===== config.mk =====
export PLATFORM = sky130hd
export DESIGN_NAME = alu_arbiter
export DESIGN_NICKNAME = d
export VERILOG_FILES = /design/src/rtl/alu_arbiter.sv
export SDC_FILE = /design/constraint.sdc
export NUM_CORES = 1
export LEC_CHECK = 0
export ABC_AREA = 1
export BUFFER_PORTS_ARGS = -buffer_cell sky130_fd_sc_hd__clkbuf_2
export CAP_MARGIN = 25
export CORE_AREA = 2 2 119 121
export CTS_BUF_LIST = sky130_fd_sc_hd__clkbuf_4 sky130_fd_sc_hd__clkbuf_8 sky130_fd_sc_hd__clkbuf_16
export DETAILED_ROUTE_END_ITERATION = 10
export DIE_AREA = 0 0 121 123
export GPL_TIMING_DRIVEN = 0
export PLACE_DENSITY = 0.75
export RECOVER_POWER = 25
export SYNTH_ARGS = -nofsm -noshare
export SYNTH_HDL_FRONTEND = slang
export SYNTH_SLANG_ARGS = --single-unit

===== constraint.sdc =====
create_clock -name clk -period 1.5 [get_ports clk]
set_input_delay 0.15 -clock clk [delete_from_list [all_inputs] [get_ports clk]]
set_output_delay 0.15 -clock clk [all_outputs]
set_load 0.01 [all_outputs]

===== src/rtl/alu_arbiter.sv =====
// Round-robin arbiter that shares one combinational alu between two requesters,
// each with its own request and response handshake.
module alu_arbiter #(
   parameter int WIDTH = 32
) (
   input  logic             clk,
   input  logic             reset,
   input  logic             r0_req_valid,
   output logic             r0_req_ready,
   input  logic [WIDTH-1:0] r0_op1,
   input  logic [WIDTH-1:0] r0_op2,
   input  logic             r0_is_add,
   input  logic             r0_is_addi,
   output logic             r0_rsp_valid,
   input  logic             r0_rsp_ready,
   output logic [WIDTH-1:0] r0_rsp_result,
   input  logic             r1_req_valid,
   output logic             r1_req_ready,
   input  logic [WIDTH-1:0] r1_op1,
   input  logic [WIDTH-1:0] r1_op2,
   input  logic             r1_is_add,
   input  logic             r1_is_addi,
   output logic             r1_rsp_valid,
   input  logic             r1_rsp_ready,
   output logic [WIDTH-1:0] r1_rsp_result,
   output logic [WIDTH-1:0] alu_op1,
   output logic [WIDTH-1:0] alu_op2,
   output logic             alu_is_add,
   output logic             alu_is_addi,
   output logic             alu_reset,
   input  logic [WIDTH-1:0] alu_result,
   output logic             busy,
   output logic             owner
);

   typedef enum logic [1:0] {
      IDLE,
      EXEC,
      RESP
   } state_t;

   state_t           state_q, state_d;
   logic [WIDTH-1:0] op1_q, op2_q, result_q;
   logic             is_add_q, is_addi_q;
   logic             owner_q, last_grant_q;
   logic             grant_any, grant_sel, rsp_hs, in_txn;

   // Reset is folded into the grant so every output reads 0 while reset is held.
   assign grant_any = reset && (state_q == IDLE) && (r0_req_valid || r1_req_valid);
   assign grant_sel = (r0_req_valid && r1_req_valid) ? ~last_grant_q : r1_req_valid;
   assign rsp_hs    = (state_q == RESP) && (owner_q ? r1_rsp_ready : r0_rsp_ready);

   // NOTE: state_d gets its default before the case so no path leaves it unassigned (no latch).
   always_comb begin
      state_d = state_q;
      unique case (state_q)
         IDLE:    if (grant_any) state_d = EXEC;
         EXEC:    state_d = RESP;
         RESP:    if (rsp_hs) state_d = IDLE;
         default: state_d = IDLE;
      endcase
   end

   // NOTE: every flop, datapath registers included, is cleared by reset so an
   // aborted transaction leaves nothing behind.
   always_ff @(posedge clk or negedge reset) begin
      if (!reset) begin
         state_q      <= IDLE;
         op1_q        <= '0;
         op2_q        <= '0;
         is_add_q     <= 1'b0;
         is_addi_q    <= 1'b0;
         owner_q      <= 1'b0;
         last_grant_q <= 1'b1;
         result_q     <= '0;
      end else begin
         // NOTE: non-blocking assignments so every register samples pre-edge values.
         state_q <= state_d;
         if (grant_any) begin
            owner_q   <= grant_sel;
            op1_q     <= grant_sel ? r1_op1     : r0_op1;
            op2_q     <= grant_sel ? r1_op2     : r0_op2;
            is_add_q  <= grant_sel ? r1_is_add  : r0_is_add;
            is_addi_q <= grant_sel ? r1_is_addi : r0_is_addi;
         end
         if (state_q == EXEC) result_q <= alu_result;
         if (rsp_hs) last_grant_q <= owner_q;
      end
   end

   assign in_txn = (state_q != IDLE);

   assign r0_req_ready = grant_any && !grant_sel;
   assign r1_req_ready = grant_any &&  grant_sel;

   assign r0_rsp_valid  = (state_q == RESP) && !owner_q;
   assign r1_rsp_valid  = (state_q == RESP) &&  owner_q;
   assign r0_rsp_result = r0_rsp_valid ? result_q : '0;
   assign r1_rsp_result = r1_rsp_valid ? result_q : '0;

   // Operands stay on the alu through RESP; IDLE presents an all-zero operation.
   assign alu_op1     = in_txn ? op1_q : '0;
   assign alu_op2     = in_txn ? op2_q : '0;
   assign alu_is_add  = in_txn && is_add_q;
   assign alu_is_addi = in_txn && is_addi_q;
   assign alu_reset   = ~reset;

   assign busy  = in_txn;
   assign owner = owner_q;

endmodule


==> results of run 1 <==
==> layer usage <==
layer	global-route usage (%)	routed length [um]
met2	42.6	10200
met5	0	0
met3	4.89	1380
met1	32.3	8210
met4	9.16	602
==> through the flow <==
stage          hold WS, ns  instances  setup TNS [ns]
6_report            -0.286       1412          -26.36
5_1_grt             -0.196       1412          -34.44
4_1_cts             -0.210       1400          -27.64
3_5_place_dp         0.311       1364          -33.22
3_3_place_gp         0.396       1364         -245.12
2_1_floorplan       -0.146        878               0
==> kinds of logic (layout without fill, tap and decap cells) <==
| family | after synthesis | in the layout | share of synthesized area, % |
|---|---|---|---|
| AND/OR/NAND/NOR | 581 | 581 | 40.2 |
| buffers and inverters | 162 | 516 | 11.7 |
| flip-flops | 102 | 102 | 45.2 |
| AO/OA/AOI/OAI | 33 | 33 | 2.92 |
==> cells in the final DEF, fill, tap and decap left out, drive strengths merged <==
master / netlist / final
o21ai: 1 / 1
clkbuf: 19 / 280
clkinv: 0 / 3
nand3: 66 / 66
buf: 36 / 124
dfstp: 1 / 1
nor2: 169 / 169
a21oi: 32 / 32
clkinvlp: 0 / 2
nand2: 346 / 346
inv: 107 / 106
bufinv: 0 / 1
dfrtp: 101 / 101
==> where the power goes <==
part	switching, mW	total [mW]	leakage [nW]	internal (mW)
Combinational	5.19	8.98	4.04	3.78
Clock	1.05	2.41	0.145	1.36
Sequential	0.610	4.63	1.22	4.02
==> final timing paths <==
path	cells after the start	endpoint	slack, ns
min in group clk	3	result_q[13]	0.05
setup reg to reg	9	op2_q[18]	0.03
hold reg to reg	2	op2_q[7]	0.47
setup / recovery	7	r1_rsp_result[20]	-0.27
hold / removal	1	result_q[4]	-0.29
max in group asynchronous	1	op2_q[15]	1.28
==> cell type report <==
type | count | area [um2] | area share [%]
Buffer | 53 | 543 | 5.93
Clock inverter | 5 | 58.8 | 0.642
Multi-Input combinational cell | 614 | 2930 | 31.9
Clock buffer | 11 | 246 | 2.69
Sequential cell | 102 | 2550 | 27.9
Inverter | 107 | 417 | 4.55
Timing Repair Buffer | 340 | 2190 | 23.9
Tap cell | 180 | 225 | 2.46
==> flip-flops by register name (all words and copies together) (netlist names) <==
signal / count
op1_q: 32
result_q: 32
is_add_q: 1
owner: 1
last_grant_q: 1
op2_q: 32
is_addi_q: 1
state_q: 2
==> worst reg2reg max path: cells and delay by family (launching register included) <==
family	cells	cell delay, ns
and+or+nand+nor	6	0.45
DFF	1	0.58
buffers and inverters	3	0.40
==> timing repair <==
item | 4_1_cts | 5_1_grt
gates cloned | 7 | 4
setup endpoints to repair | 195 | 194
resized for setup | 167 | 215
pin swaps | 6 | 40
buffers inserted | 13 | 10
endpoints found under the hold margin | 101 | 101
==> results.txt, run 1 <==
The flow ran to the end, but the final reports show violations. The checks that failed: hold timing, setup timing. After synthesis, flip-flops and latches occupy 45.2% of the total area. The most instantiated flip-flop cell in the synthesis netlist is dfrtp_1. The utilization after layout is 67.3%. The most frequent cell after synthesis is nand2_1. The die height is 123 um.

The share of final-layout standard cells stronger than drive strength 1 came out at 41.4%. The repair_antennas step left the layout with diodes totalling 0. In this run the tightest slew margin relative to its limit is 61.8%. The synthesized netlist cell count is 878. By area the synthesized netlist is led by dfrtp_1 (45%), nand2_1 (23%), nor2_1 (11%), inv_1 (7.0%), nand3_1 (5.8%).

The routed wire length per instance is 14.4 um. The time the worst path needs with I/O delays and setup came out at 1.77 ns. The floorplan core area came out at 13600 um2. The length of the first detailed-routing pass in iterations is 5.

The number of antenna-violating nets in the routed design is 0. The clock input transition at the sequential cells of the worst setup and hold paths is 0.07 ns. The total nets after synthesis is 1048. Walking the worst path, the cells encountered are nor2_4 -> inv_2 -> nor2_4 -> inv_6 -> buf_6 -> nor2_2 -> clkbuf_2. During I/O placement, the number of pins put on the boundary was 307. The final worst setup slack came out at -0.272 ns. The remaining design rule violation count is 0. By startpoint and endpoint, the worst setup path is classified as reg2out. Entering global routing, the biggest net connects 105 pins.

The area of the die came out at 14900 um2. In this run the worst path has a maximum fanout of 8. By count the netlist is led by nand2_1 (346), nor2_1 (166), inv_1 (105). The clock insertion delay at the later pin of the skew report came out at 0.35 ns. The worst setup path is launched from a register. The count of final hold-check violations came to 101.

The count of synthesis-stage warnings from yosys is 0. The total wirelength of the detailed-routed design came out at 20400 um. The stage delay of the slowest cell on the critical path is 0.44 ns. The hold slack came out at -0.286 ns. The number of antenna violations at the first check in global routing is 0. The x dimension of the die is 121 um. Max-cap violations in this run came to 0. CTS saw 102 sinks.

The number of max-slew violations in the final report came out at 0. The initialized floorplan defines 43 standard-cell rows. The library cell used as clock root buffer is clkbuf_16. The number of port buffers is 306. The setup slack at placement came out at -0.522 ns.

The H-tree level count came out at 3. The placed wire-length estimate is 13600 um. The worst setup path is captured at an output pin. The arrival time of the worst setup path is 1.62 ns. The proportion of register bits with asynchronous set or reset after synthesis is 100%. The deepest clock path buffer count is 2. In this run the worst setup path begins at state_q[0]. The proportion of netlist area held by the largest area contributor is 44.7%. The global router's overall resource usage came out at 25.2%. The number of global-route vias before repair came out at 6280. The total CTS buffers came out at 9. The count of distinct cell types in the synthesized netlist is 16. The leftover overflow at the end of global routing came out at 0.

After synthesis the netlist holds a flip-flop and latch count of 102. Setup repair after global routing could not meet its margin everywhere. The fill cell total of the finished layout came out at 1147. The ratio of total power to cell area came out at 1750 nW/um2. The post-route clock period utilization came out at 118%. The post-route clock skew came out at 0.0108 ns. The starting density of the core is 41.5%. After the first detailed-routing iteration, the DRC count stood at 483. The global placement routability congestion came out at 0.844. Data on the critical path is required at its endpoint by 1.35 ns. The most frequent cell on the critical path is nor2_4. For this design the static power due to leakage is 5.41 nW.

The number of endpoints failing setup at the final stage is 135. The actual transition at the worst max-transition pin is 0.573 ns. The largest individual stage delay along the critical path comes from the cell dfrtp_2. The synthesis-to-layout area growth is 62.0%.

In this run the cell area measured after placement is 7420 um2. Summed over all instances, the cell type with the most area after synthesis is dfrtp_1. A synthesized cell averages 6.44 um2.

The sum of buffers and inverters on the critical path is 4. The final standard cell area without fillers is 9160 um2. The total power is 16.0 mW.

The number of nets in the finished design is 1397. The startpoint identified for the worst register-to-register timing path is last_grant_q. TritonCTS built the clock tree. The worst-case IR drop observed on VDD is 0.000772 V. The via-per-instance ratio is 4.77.

The final route contains 6733 vias. In this design, the largest share of critical-path delay is due to buffers and inverters. The wire length of the first global-routing pass came out at 29900 um. The number of flops mapped to enable cells by yosys came out at 0. In this run the worst hold path is classified as in2async. The fmax is 0.564 GHz.

The cell area that synthesis handed to floorplanning was 5660 um2.
Power figures use the tool's default switching activity.
==> run 2, diff against run 1 <==
CORE_AREA = unset   (was 2 2 119 121)
CORE_MARGIN = 3   (was unset)
CORE_UTILIZATION = 45   (was unset)
DIE_AREA = unset   (was 0 0 121 123)
PLACE_DENSITY = unset   (was 0.75)
PLACE_DENSITY_LB_ADDON = 0.3   (was unset)
==> results.txt, run 2 (synthesis results as in run 1) <==
The number of endpoints failing setup at the final stage came out at 133. The largest registers in the layout are op1_q: 32 flops, op2_q: 32 flops, result_q: 32 flops. The number of max-slew violations in the final report came out at 0.

After the flow finishes, the layout carries non-filler instances totaling 1389. In the layout the commonest cells are nand2_1 (340), clkbuf_2 (264), nor2_1 (127). The time the worst path needs with I/O delays and setup came out at 1.78 ns. The floorplan core area is 12200 um2. Across the run, the number of max-cap violations was 0. The worst setup path is captured at an output pin. The via-per-instance ratio came out at 4.72.

Summed over all cells, the static leakage comes to 5.27 nW. The remaining design rule violation count came out at 0. The routed wire length per instance came out at 13.7 um. The largest net degree at the start of global routing is 105. The area of the die is 13900 um2. The post-route clock skew is 0.0102 ns. The detailed router's first-iteration violation count came out at 408. The fmax is 0.562 GHz.

The routed layout has 6551 vias. The number of antenna-violating nets in the routed design came out at 0. Once the floorplan was initialized, standard cells occupied 46.5% of the core. The count of pins on the block boundary came out at 307. Clock tree synthesis selected as its root buffer the cell clkbuf_16. The total number of placement rows is 40.

The number of global-route vias before repair is 6177. After clock tree synthesis, the clock-pin slew on the worst setup and hold paths is 0.07 ns. For this block, the routed nets add up to 19000 um of wire.

TritonCTS built the clock tree. The instance count after placement with tap cells included came out at 1352. The share of final-layout standard cells stronger than drive strength 1 came out at 36.6%. After detailed placement, the total cell area comes to 7410 um2. The worst hold path belongs to the class in2async. Across all setup checks in the final design, the least slack found is -0.278 ns. After routing, the total negative slack on setup checks comes to -24.33 ns.

The fill cell total of the finished layout is 1065. The most common cell after layout, fill and taps aside is nand2_1. Setup repair after global routing could not meet its margin everywhere. STA puts the critical path data required time at 1.35 ns. For the worst setup path, the data arrival time is 1.63 ns. TritonCTS created 9 clock buffers. The synthesis-to-layout area growth is 50.2%.

The first TritonRoute pass finished after 5 iterations. The clock passes through at most 2 buffers. For the pin with the worst max-slew slack, the measured transition is 0.529 ns. The number of nets in the finished design came out at 1386. The worst-case IR drop observed on VDD is 0.000835 V.

The global placement routability congestion is 0.865. The global router's overall resource usage came out at 26.2%. The clock insertion delay at the later pin of the skew report came out at 0.35 ns.

The final standard cell area without fillers came out at 8500 um2. The first global-routing pass estimated 29800 um of wire. The x dimension of the die came out at 118 um. The number of antenna violations at the first check in global routing is 0. The count of final hold-check violations came to 101. The placed wire-length estimate is 13700 um.

The worst-path maximum fanout came out at 8. 0 antenna diodes ended up in the layout. The checks that failed: hold timing, setup timing.

The ratio of total power to cell area is 1750 nW/um2. The startpoint-to-endpoint class of the critical path is reg2out. The die height came out at 118 um.

The post-route clock period utilization is 119%. In this run the number of H-tree levels came out at 3. The launching element type of the critical path is a register. For this design, the sink count on the clock tree is 102. Input and output buffers added on the ports amount to 306. The leftover overflow at the end of global routing is 0. The relative slew slack came out at 64.7%. The hold slack came out at -0.248 ns.

The run finished, with violations left.
[run 2: changes by cell type in the layout (fill, tap and decap cells not counted), sizes merged]
| cell | delta |
|---|---|
| inv | +1 |
| buf | -24 |
| clkinvlp | -2 |
| clkbuf | +14 |
[run 2: worst paths after layout]
| path | start | end | slack [ns] | cells past startpoint |
|---|---|---|---|---|
| min in group clk | alu_result[3] | result_q[3] | 0.04 | 3 |
| max in group asynchronous | reset | op1_q[31] | 1.34 | 1 |
| hold reg to reg | op2_q[2] | op2_q[2] | 0.48 | 2 |
| setup / recovery | state_q[0] | alu_op2[26] | -0.28 | 6 |
| hold / removal | reset | result_q[18] | -0.25 | 1 |
| setup reg to reg | state_q[0] | op2_q[3] | 0.03 | 6 |
[run 2: final cells by class]
cell class	count	area (um2)	area share [%]
clock inverters	4	45.0	0.530
multi-input cells	614	2610	30.7
repair buffers	329	1920	22.6
flip-flops and latches	102	2550	30.1
well taps	168	210	2.47
plain buffers	53	490	5.77
clock buffers	12	260	3.06
inverters	107	404	4.76
[run 2: worst max-delay path, stage by stage (launching register included)]
cell      delay, ns
dfrtp_2        0.45
nor2_4         0.21
buf_8          0.20
buf_4          0.14
buf_8          0.12
nor2_1         0.04
clkbuf_2       0.13
[run 2: power by group]
part           total, mW  internal [mW]  leakage (nW)  switching, mW
clock network       2.39           1.40         0.156           1.00
logic               7.82           3.30          3.89           4.52
registers           4.64           4.02          1.22          0.612
[run 2: repair_timing]
action                                  in CTS  in global routing
endpoints found under the hold margin      101                101
resized for setup                           81                143
gates cloned                                 2                  3
setup buffers                               10                  8
endpoints found under the setup margin     188                195
pin swaps                                    7                  8
[run 2: layer usage]
metal | routed length (um) | up-vias | track usage [%]
li1 | - | 3270 | -
met5 | 0 | - | 0
met3 | 1250 | 31 | 5.81
met4 | 447 | 0 | 9.38
met1 | 7810 | 3010 | 33.1
met2 | 9470 | 240 | 44.1
[run 2: stage by stage]
stage / setup WS (ns) / util, % / power [mW]
5_1_grt: -0.342 / 69.9 / 16.0
4_1_cts: -0.270 / 66.4 / 14.1
6_report: -0.278 / 69.9 / 14.9
3_3_place_gp: -1.87 / 60.8 / 10.7
2_1_floorplan: 0.0650 / - / 8.43
3_5_place_dp: -0.537 / 60.9 / 10.9
